==> config.mk <==
export PLATFORM = sky130hd
export DESIGN_NAME = l2_lookup_sched
export DESIGN_NICKNAME = d
export VERILOG_FILES = /design/src/rtl/l2_lookup_sched_pkg.sv /design/src/rtl/l2_lookup_arb.sv /design/src/rtl/l2_lookup_sched.sv
export SDC_FILE = /design/constraint.sdc
export NUM_CORES = 1
export LEC_CHECK = 0
export ABC_AREA = 1
export ABC_CLOCK_PERIOD_IN_PS = 2700
export BUFFER_PORTS_ARGS = -buffer_cell sky130_fd_sc_hd__buf_2
export CORE_ASPECT_RATIO = 1.4
export CORE_MARGIN = 2
export CORE_UTILIZATION = 43
export DETAILED_ROUTE_END_ITERATION = 8
export HOLD_SLACK_MARGIN = 0.03
export PLACE_DENSITY_LB_ADDON = 0.2
export RECOVER_POWER = 100
export SLEW_MARGIN = 5
export SYNTH_ARGS = -nofsm -noshare
export SYNTH_HDL_FRONTEND = slang
export SYNTH_HIERARCHICAL = 1
export SYNTH_SLANG_ARGS = --single-unit
export TNS_END_PERCENT = 20
==> constraint.sdc <==
create_clock -name clk -period 2.7 [get_ports clk]
set_clock_uncertainty 0.2 [all_clocks]
set_input_delay 0.54 -clock clk [delete_from_list [all_inputs] [get_ports clk]]
set_output_delay 0.54 -clock clk [all_outputs]
set_load 0.02 [all_outputs]
==> src/rtl/l2_lookup_sched_pkg.sv <==
// L2 lookup scheduler: shared types and constants.
// Address layout, lookup modes and FSM encoding.
package l2_lookup_sched_pkg;

  localparam int ADDR_BITS      = 32;
  localparam int WORD_OFF_BITS  = 2;
  localparam int BYTE_OFF_BITS  = 2;
  localparam int OFFSET_BITS    = WORD_OFF_BITS + BYTE_OFF_BITS;
  localparam int L2_SET_BITS    = 8;
  localparam int LINE_ADDR_BITS = ADDR_BITS - OFFSET_BITS;
  localparam int L2_TAG_BITS    = LINE_ADDR_BITS - L2_SET_BITS;

  localparam int STARVE_MAX_DEF = 4;

  localparam logic L2_LOOKUP     = 1'b0;
  localparam logic L2_LOOKUP_FWD = 1'b1;

  typedef struct packed {
    logic [L2_TAG_BITS-1:0] tag;
    logic [L2_SET_BITS-1:0] set;
    logic [OFFSET_BITS-1:0] w_off;
  } addr_breakdown_t;

  typedef struct packed {
    logic [L2_TAG_BITS-1:0] tag;
    logic [L2_SET_BITS-1:0] set;
  } line_breakdown_l2_t;

  typedef enum logic [1:0] {
    S_IDLE = 2'd0,
    S_LKUP = 2'd1,
    S_RESP = 2'd2
  } l2_lookup_state_t;

endpackage

==> src/rtl/l2_lookup_arb.sv <==
// L2 lookup arbiter: forward-first grant with
// a saturating counter that protects requests.
module l2_lookup_arb
  import l2_lookup_sched_pkg::*;
#(
  parameter int STARVE_MAX = STARVE_MAX_DEF,
  localparam int CW = $clog2(STARVE_MAX + 1)
) (
  input  logic clk,
  input  logic rst,
  input  logic en,
  input  logic req_valid,
  input  logic req_conflict,
  input  logic fwd_valid,
  input  logic fwd_conflict,
  output logic grant_req,
  output logic grant_fwd
);

  logic [CW-1:0] starve_cnt;
  logic          req_elig;
  logic          fwd_elig;
  logic          force_req;

  // Eligibility and grant; a starved request overrides a forward.
  always_comb begin
    req_elig  = en && req_valid && !req_conflict;
    fwd_elig  = en && fwd_valid && !fwd_conflict;
    force_req = req_elig && (starve_cnt == CW'(STARVE_MAX));
    grant_fwd = fwd_elig && !force_req;
    grant_req = req_elig && !grant_fwd;
  end

  // Count forward grants that passed over a waiting request.
  always_ff @(posedge clk or negedge rst) begin
    if (!rst) begin
      starve_cnt <= '0;
    end else if (grant_req) begin
      starve_cnt <= '0;
    end else if (grant_fwd && req_elig &&
                 starve_cnt != CW'(STARVE_MAX)) begin
      starve_cnt <= starve_cnt + 1'b1;
    end
  end

endmodule

==> src/rtl/l2_lookup_sched.sv <==
// L2 lookup scheduler: picks a request or forward,
// reads the set, runs lookup, holds the result.
module l2_lookup_sched
  import l2_lookup_sched_pkg::*;
#(
  parameter int STARVE_MAX = STARVE_MAX_DEF
) (
  input  logic                      clk,
  input  logic                      rst,
  input  logic                      req_valid,
  input  logic [ADDR_BITS-1:0]      req_addr,
  input  logic                      req_conflict,
  output logic                      req_ready,
  input  logic                      fwd_valid,
  input  logic [LINE_ADDR_BITS-1:0] fwd_addr,
  input  logic                      fwd_conflict,
  output logic                      fwd_ready,
  output logic                      rd_en,
  output logic [L2_SET_BITS-1:0]    rd_set,
  output logic                      lookup_en,
  output logic                      lookup_mode,
  output logic                      res_valid,
  input  logic                      res_ready,
  output logic                      res_is_fwd,
  output logic [ADDR_BITS-1:0]      res_addr,
  output logic                      busy
);

  l2_lookup_state_t       state;
  l2_lookup_state_t       state_nx;
  addr_breakdown_t        req_bd;
  line_breakdown_l2_t     fwd_bd;
  logic                   idle;
  logic                   grant_req;
  logic                   grant_fwd;
  logic [L2_TAG_BITS-1:0] lat_tag;
  logic [L2_SET_BITS-1:0] lat_set;
  logic [OFFSET_BITS-1:0] lat_off;
  logic                   lat_fwd;

  assign req_bd = addr_breakdown_t'(req_addr);
  assign fwd_bd = line_breakdown_l2_t'(fwd_addr);
  assign idle   = rst && (state == S_IDLE);

  l2_lookup_arb #(
    .STARVE_MAX(STARVE_MAX)
  ) u_arb (
    .clk         (clk),
    .rst         (rst),
    .en          (idle),
    .req_valid   (req_valid),
    .req_conflict(req_conflict),
    .fwd_valid   (fwd_valid),
    .fwd_conflict(fwd_conflict),
    .grant_req   (grant_req),
    .grant_fwd   (grant_fwd)
  );

  // Next state and per-state outputs.
  always_comb begin
    state_nx    = state;
    req_ready   = grant_req;
    fwd_ready   = grant_fwd;
    rd_en       = grant_req || grant_fwd;
    rd_set      = '0;
    lookup_en   = 1'b0;
    lookup_mode = L2_LOOKUP;
    res_valid   = 1'b0;
    busy        = (state != S_IDLE);
    unique case (1'b1)
      grant_fwd: rd_set = fwd_bd.set;
      grant_req: rd_set = req_bd.set;
      default:   rd_set = '0;
    endcase
    unique case (state)
      S_IDLE: begin
        if (rd_en) state_nx = S_LKUP;
      end
      S_LKUP: begin
        lookup_en   = 1'b1;
        lookup_mode = lat_fwd;
        state_nx    = S_RESP;
      end
      S_RESP: begin
        res_valid = 1'b1;
        if (res_ready) state_nx = S_IDLE;
      end
      default: state_nx = S_IDLE;
    endcase
  end

  // State register; reset abandons any operation.
  always_ff @(posedge clk or negedge rst) begin
    if (!rst) state <= S_IDLE;
    else      state <= state_nx;
  end

  // Capture the granted operation; forwards get zero offset.
  always_ff @(posedge clk or negedge rst) begin
    if (!rst) begin
      lat_tag <= '0;
      lat_set <= '0;
      lat_off <= '0;
      lat_fwd <= 1'b0;
    end else if (grant_fwd) begin
      lat_tag <= fwd_bd.tag;
      lat_set <= fwd_bd.set;
      lat_off <= '0;
      lat_fwd <= 1'b1;
    end else if (grant_req) begin
      lat_tag <= req_bd.tag;
      lat_set <= req_bd.set;
      lat_off <= req_bd.w_off;
      lat_fwd <= 1'b0;
    end
  end

  assign res_is_fwd = lat_fwd;
  assign res_addr   = {lat_tag, lat_set, lat_off};

endmodule

==> results of run 1 <==
-- flip-flops by register name, summed over array words and instances (netlist names) --
| name | cells |
|---|---|
| lat_tag | 20 |
| lat_set | 8 |
| lat_off | 4 |
| u_arb/starve_cnt | 3 |
| state | 2 |
| res_is_fwd | 1 |
-- where the power goes --
group          internal [uW]  total [uW]  switching (uW)  leakage, uW
logic                    301         967             666     0.000896
clock network            197         379             182    0.0000431
registers                793         917             124     0.000480
-- cells in the mapped netlist --
master   count
nand2_1     86
nand3_1     62
dfrtp_1     38
inv_1       11
buf_6       10
nand2_2      5
nor2_1       5
buf_2        4
nand4_1      3
ha_1         2
nor2_4       2
o21ai_0      2
a21oi_2      1
inv_2        1
nor2_2       1
o21a_1       1
-- through the flow --
step	std cells	hold slack [ns]	instance area (sq um)	total power, uW
after floorplan	234	0.0444	1910	1550
after global placement	404	0.248	2530	1920
after detailed placement	404	0.253	2530	1940
after CTS	410	0.129	2630	2330
after global routing	416	0.251	2640	2430
final	416	0.262	2640	2260
-- cells by family (layout without fill, tap and decap cells) --
kind of cell / after synthesis / count (layout) / synth area share (%)
buf+inv: 26 / 148 / 9.30
fa+ha+maj: 2 / 2 / 1.31
flops: 38 / 38 / 49.8
compound gates: 4 / 4 / 1.38
simple gates: 164 / 164 / 38.2
-- layout by cell type, fill, tap and decap left out, types with 2 or more instances in the layout --
| cell type | count |
|---|---|
| nand2_1 | 86 |
| buf_2 | 68 |
| nand3_1 | 61 |
| clkbuf_1 | 39 |
| dfrtp_1 | 38 |
| inv_1 | 11 |
| clkbuf_2 | 10 |
| buf_4 | 10 |
| clkbuf_8 | 6 |
| nand2_2 | 5 |
| nor2_1 | 5 |
| nor2_4 | 3 |
| nand4_1 | 3 |
| o21ai_0 | 2 |
| buf_12 | 2 |
| ha_1 | 2 |
-- worst max-delay path by stage --
stage | start | to | slack (ns) | cells past startpoint
final | state[0] | rd_set[0] | 0.14 | 11
after global routing | state[0] | rd_set[1] | 0.004 | 11
after CTS | state[0] | rd_set[2] | 0.02 | 10
after detailed placement | rst | rd_set[2] | 0.08 | 9
after global placement | rst | rd_en | 0.12 | 9
after floorplan | state[0] | rd_set[0] | 0.09 | 9
-- critical path: stages (launching register included) --
cell      delay, ns
dfrtp_1        0.37
inv_1          0.09
nand2_2        0.09
nor2_4         0.15
nand2_2        0.08
nor2_4         0.14
buf_4          0.14
a21oi_4        0.05
buf_12         0.16
nand2_1        0.06
nand2_1        0.06
clkbuf_2       0.15
-- layer usage --
layer  routed length (microns)  vias up  global-route usage, %
met1                      2150      887                   25.6
met5                         0        -                      0
li1                          -      998                      -
met3                       370        8                   4.83
met4                        95        0                   7.47
met2                      2420       76                   35.6
-- final cells by class --
cell class	instances	area (sq um)	share of cell area, %
inverters	12	45.0	1.71
multi-input cells	170	807	30.6
flip-flops and latches	38	951	36.1
well taps	60	75.1	2.85
clock buffers	6	82.6	3.13
repair buffers	130	677	25.7
-- what timing repair did --
action,in CTS,in global routing
endpoints found under the setup margin,9,9
setup buffers,0,5
hold buffers,0,0
cloned,0,1
pin swaps,0,2
gates resized for setup,3,3
==> summary.md, run 1 <==
| Metric | Value |
|---|---|
| F_max | slightly below 0.4 GHz |
| Cts bufs inserted | 5 |
| Setup repair after global routing missed its margin | no |
| FP Rows | 28 |
| Worst setup margin | ~0.14 ns |
| Number of fill cells | between 400 and 500 |
| Port bufs | ~110 |
| Rel. slew slack | 36.5% |
| Worst-margin pin slew | ~0.95 ns |
| Critical Path Start Type | flip-flop |
| PD cells | 858 nW/um^2 |
| First-pass GRT wire length | between 8 and 9 mm |
| Worst Path Required | roughly 2 ns |
| Detailed Route WL | a little over 5 mm |
| Clk buf depth | 2 |
| Reg clk slew, reported paths | 0.07 ns |
| Most area-hungry cell type in the Yosys netlist | dfrtp_1 |
| Final hold viol count | 0 |
| Vias in the first global route | around 1.9k |
| GP Congestion | about 0.77 |
| Hold path depth | 2 |
| DP HPWL | ~3.6 mm |
| Die W | between 60 and 70 microns |
| Synth top area cells | dfrtp_1, nand2_1, nand3_1 |
| Initial core utilization | a little under half |
| Area Overhead vs Synth | 38.0% |
| Post-DR vias/cell | ~4.7 |
| P_leak | 0.00142 uW |
| Min cycle time layout | approximately 2.6 ns |
| Cell count after synthesis | about 230 |
| Post-synthesis sequential area ratio | 49.8% |
| Chip Height | a little over 80 microns |
| Max_cap viols | 0 |
| Clock root buffer | clkbuf_8 |
| # clock sinks | 38 |
| Setup WS pre-CTS | just under 0.08 ns |
| Share of layout cells above drive strength 1 | a little under a third |
| Die area | 5000 sq um |
| Launch point of the worst reg-to-reg path | state[0] |
| Status | finished, final reports clean |
| H-Tree Level Count | 2 |
| NumNets Final | 426 |
| Maximum vdd drop | approximately 470 uV |
| Final ANT Viol Nets | 0 |
| TNS Setup | 0 ns |
| Hold path startpoint | res_ready |
| Max-slew violations | 0 |
| Hold path endpoint | state[1] |
| Hold WC Path Type | in2reg |
| Critical path type | reg2out |
| # setup viols final | 0 |
| IO Pins | 115 |
| Wire per inst | around 12 microns |
| Synth warn | 6 |
| CTS tree | done |
| Syn Nets | about 300 |
| Post-synthesis cell type count | 16 |
| Initial antenna violation count | 0 |
| 1st-iter DRT viols | 110 |
| GR Overflow Total | 0 |
| Core Util, Final | 62.2% |
| Final Cycle Share | a little over nine tenths |
| Total GRT Usage | around a fifth |
| Post-Synthesis Cell Area | between 1500 and 2000 sq um |
| Residual DRC count | 0 |
| Cells on worst reg2reg path | 12 |
| Synth top area share | around half |
| Yosys reg bits | 38 |
| Synth Area per Inst | 8.16 sq um |
| Worst EP arrival | around 1.8 ns |
| Reg2reg setup slack | slightly below 0.3 ns |
| Crit. End Element | primary output |
| DRT Pass-1 Iters | 4 |
| Critical Path Fanout Max | 19 |
| Vias | between 1.5k and 2k |
| Largest net degree at the start of global routing | 39 |
| Core area | approximately 4200 sq um |
| Reg2reg end | lat_set[5] |
| N_diodes | 0 |
| Later-pin clock latency in the skew report | 0.28 ns |
Power figures use the tool's default switching activity.
==> run 2: changes to the inputs <==
ABC_CLOCK_PERIOD_IN_PS = 2900   (was 2700)
clock period = 2.9 ns   (was 2.7 ns; I/O delays follow)
==> summary.md, run 2 (synthesis gave the netlist of run 1 again) <==
| Metric | Value |
|---|---|
| Flip-flop count of the largest register after layout | 20 |
| Clk buf depth | 2 |
| Min cycle time layout | 2.71 ns |
| DRT Pass-1 Iters | 4 |
| Post-DR vias/cell | 4.81 |
| Max-slew violations | 39 |
| Port bufs | around 110 |
| Cts hold-fix bufs | 0 |
| Critical Path Start Type | flip-flop |
| Top flop regs | lat_tag x20, lat_set x8, lat_off x4 |
| Total Power | around 2100 uW |
| TNS Setup | 0 ns |
| F_max | between 0.3 and 0.4 GHz |
| FP Rows | 28 |
| Worst EP arrival | just under 2 ns |
| N_diodes | 0 |
| P_leak | 0.00139 uW |
| Initial antenna violation count | 0 |
| CTS tree | done |
| Final hold viol count | 0 |
| Residual DRC count | 0 |
| Vias | about 2.0k |
| # setup viols final | 0 |
| IO Pins | 115 |
| Most frequent cells in the layout | nand2_1, buf_2, nand3_1 |
| Crit. End Element | primary output |
| DP HPWL | approximately 3.5 mm |
| Setup repair after global routing missed its margin | no |
| Core area | ~4200 sq um |
| Maximum vdd drop | roughly 470 uV |
| Rel. slew slack | -35.0% |
| Largest net degree at the start of global routing | 39 |
| H-Tree Level Count | 2 |
| First-pass GRT wire length | between 8 and 9 mm |
| NumNets Final | roughly 420 |
| Most flop-heavy register | lat_tag |
| Critical Path Fanout Max | 11 |
| PD cells | 817 nW/um^2 |
| Hold WC Path Type | reg2reg |
| Initial core utilization | a little under half |
| Worst Path Required | 2.12 ns |
| 1st-iter DRT viols | ~150 |
| Max_cap viols | 1 |
| # clock sinks | 38 |
| Setup WS pre-CTS | between 0.15 and 0.2 ns |
| Later-pin clock latency in the skew report | ~0.28 ns |
| Detailed Route WL | between 5 and 6 mm |
| Die area | about 5000 sq um |
| Wire per inst | 12.4 microns |
| GP Congestion | ~0.76 |
| Vias in the first global route | 1871 |
| Worst setup margin | around 0.19 ns |
| Area Overhead vs Synth | 35.2% |
| Total GRT Usage | 20.9% |
| Share of layout cells above drive strength 1 | 29.7% |
| Final Cycle Share | slightly above 90% |
| GR Overflow Total | 0 |
| Cts bufs inserted | 5 |
| Worst-margin pin slew | around 2.0 ns |
| # Post-CTS Setup Buffers | 0 |
| Clock root buffer | clkbuf_8 |
| Chip Height | between 80 and 90 microns |
| Die W | roughly 60 microns |
| Critical path type | reg2out |
| Final ANT Viol Nets | 0 |
| Reg clk slew, reported paths | around 0.07 ns |
| Status | complete, but fails checks |
| Commonest non-fill, non-tap cell in the layout | nand2_1 |
| Failing checks | capacitance limit, slew limit |
-- run 2: changes by cell type in the layout (fill, tap and decap cells not counted), sizes merged --
cell / before / now
buf: 80 / 74
clkbuf: 56 / 55
clkinv: 0 / 1
-- run 2: final timing paths --
path / slack, ns / endpoint / cells after the start / from
max: 0.19 / rd_set[2] / 10 / state[0]
min: 0.28 / lat_off[0] / 2 / lat_off[0]
max reg2reg: 0.37 / lat_set[4] / 10 / state[0]
min reg2reg: 0.28 / lat_off[0] / 2 / lat_off[0]
max in group asynchronous: 0.57 / lat_set[2] / 2 / rst
min in group asynchronous: 0.77 / res_is_fwd / 2 / rst
-- run 2: what timing repair did --
item | in CTS | in global routing
setup endpoints to repair | 0 | 10
hold endpoints to repair | 0 | 0
resized for setup | 0 | 4
-- run 2: cell type report --
class	instances	area, sq um
inverters	12	45.0
repair buffers	122	619
multi-input cells	170	801
well taps	60	75.1
clock inverters	1	5.00
flip-flops and latches	38	951
clock buffers	7	86.3
fillers	442	1660
-- run 2: power breakdown --
group          switching, uW  internal, uW
Combinational            619           265
Clock                    181           192
Sequential               115           738
Total                    916          1200
-- run 2: metal layers --
metal / GRT usage (%) / part of all wire, %
met4: 6.67 / 1.1
met2: 34.7 / 51
met3: 4.05 / 6.1
met5: 0 / 0
met1: 26.6 / 42
-- run 2: stage by stage --
step	area (sq um)	utilization (%)	std cells	hold WS, ns
6_report	2580	60.9	410	0.276
3_5_place_dp	2510	59.2	401	0.254
2_1_floorplan	1910	-	234	0.0844
4_1_cts	2600	61.3	409	0.164
5_1_grt	2580	60.9	410	0.297
3_3_place_gp	2510	59.2	401	0.249
-- run 2: critical path, cell delays in order, from the launching register on --
cell and delay [ns]:
dfrtp_1 0.37, inv_1 0.08, nand2_1 0.11, nor2_4 0.15, nand2_2 0.08, nor2_4 0.15, o21a_2 0.24, buf_12 0.16
nand2_1 0.07, nand2_1 0.07, clkbuf_2 0.16
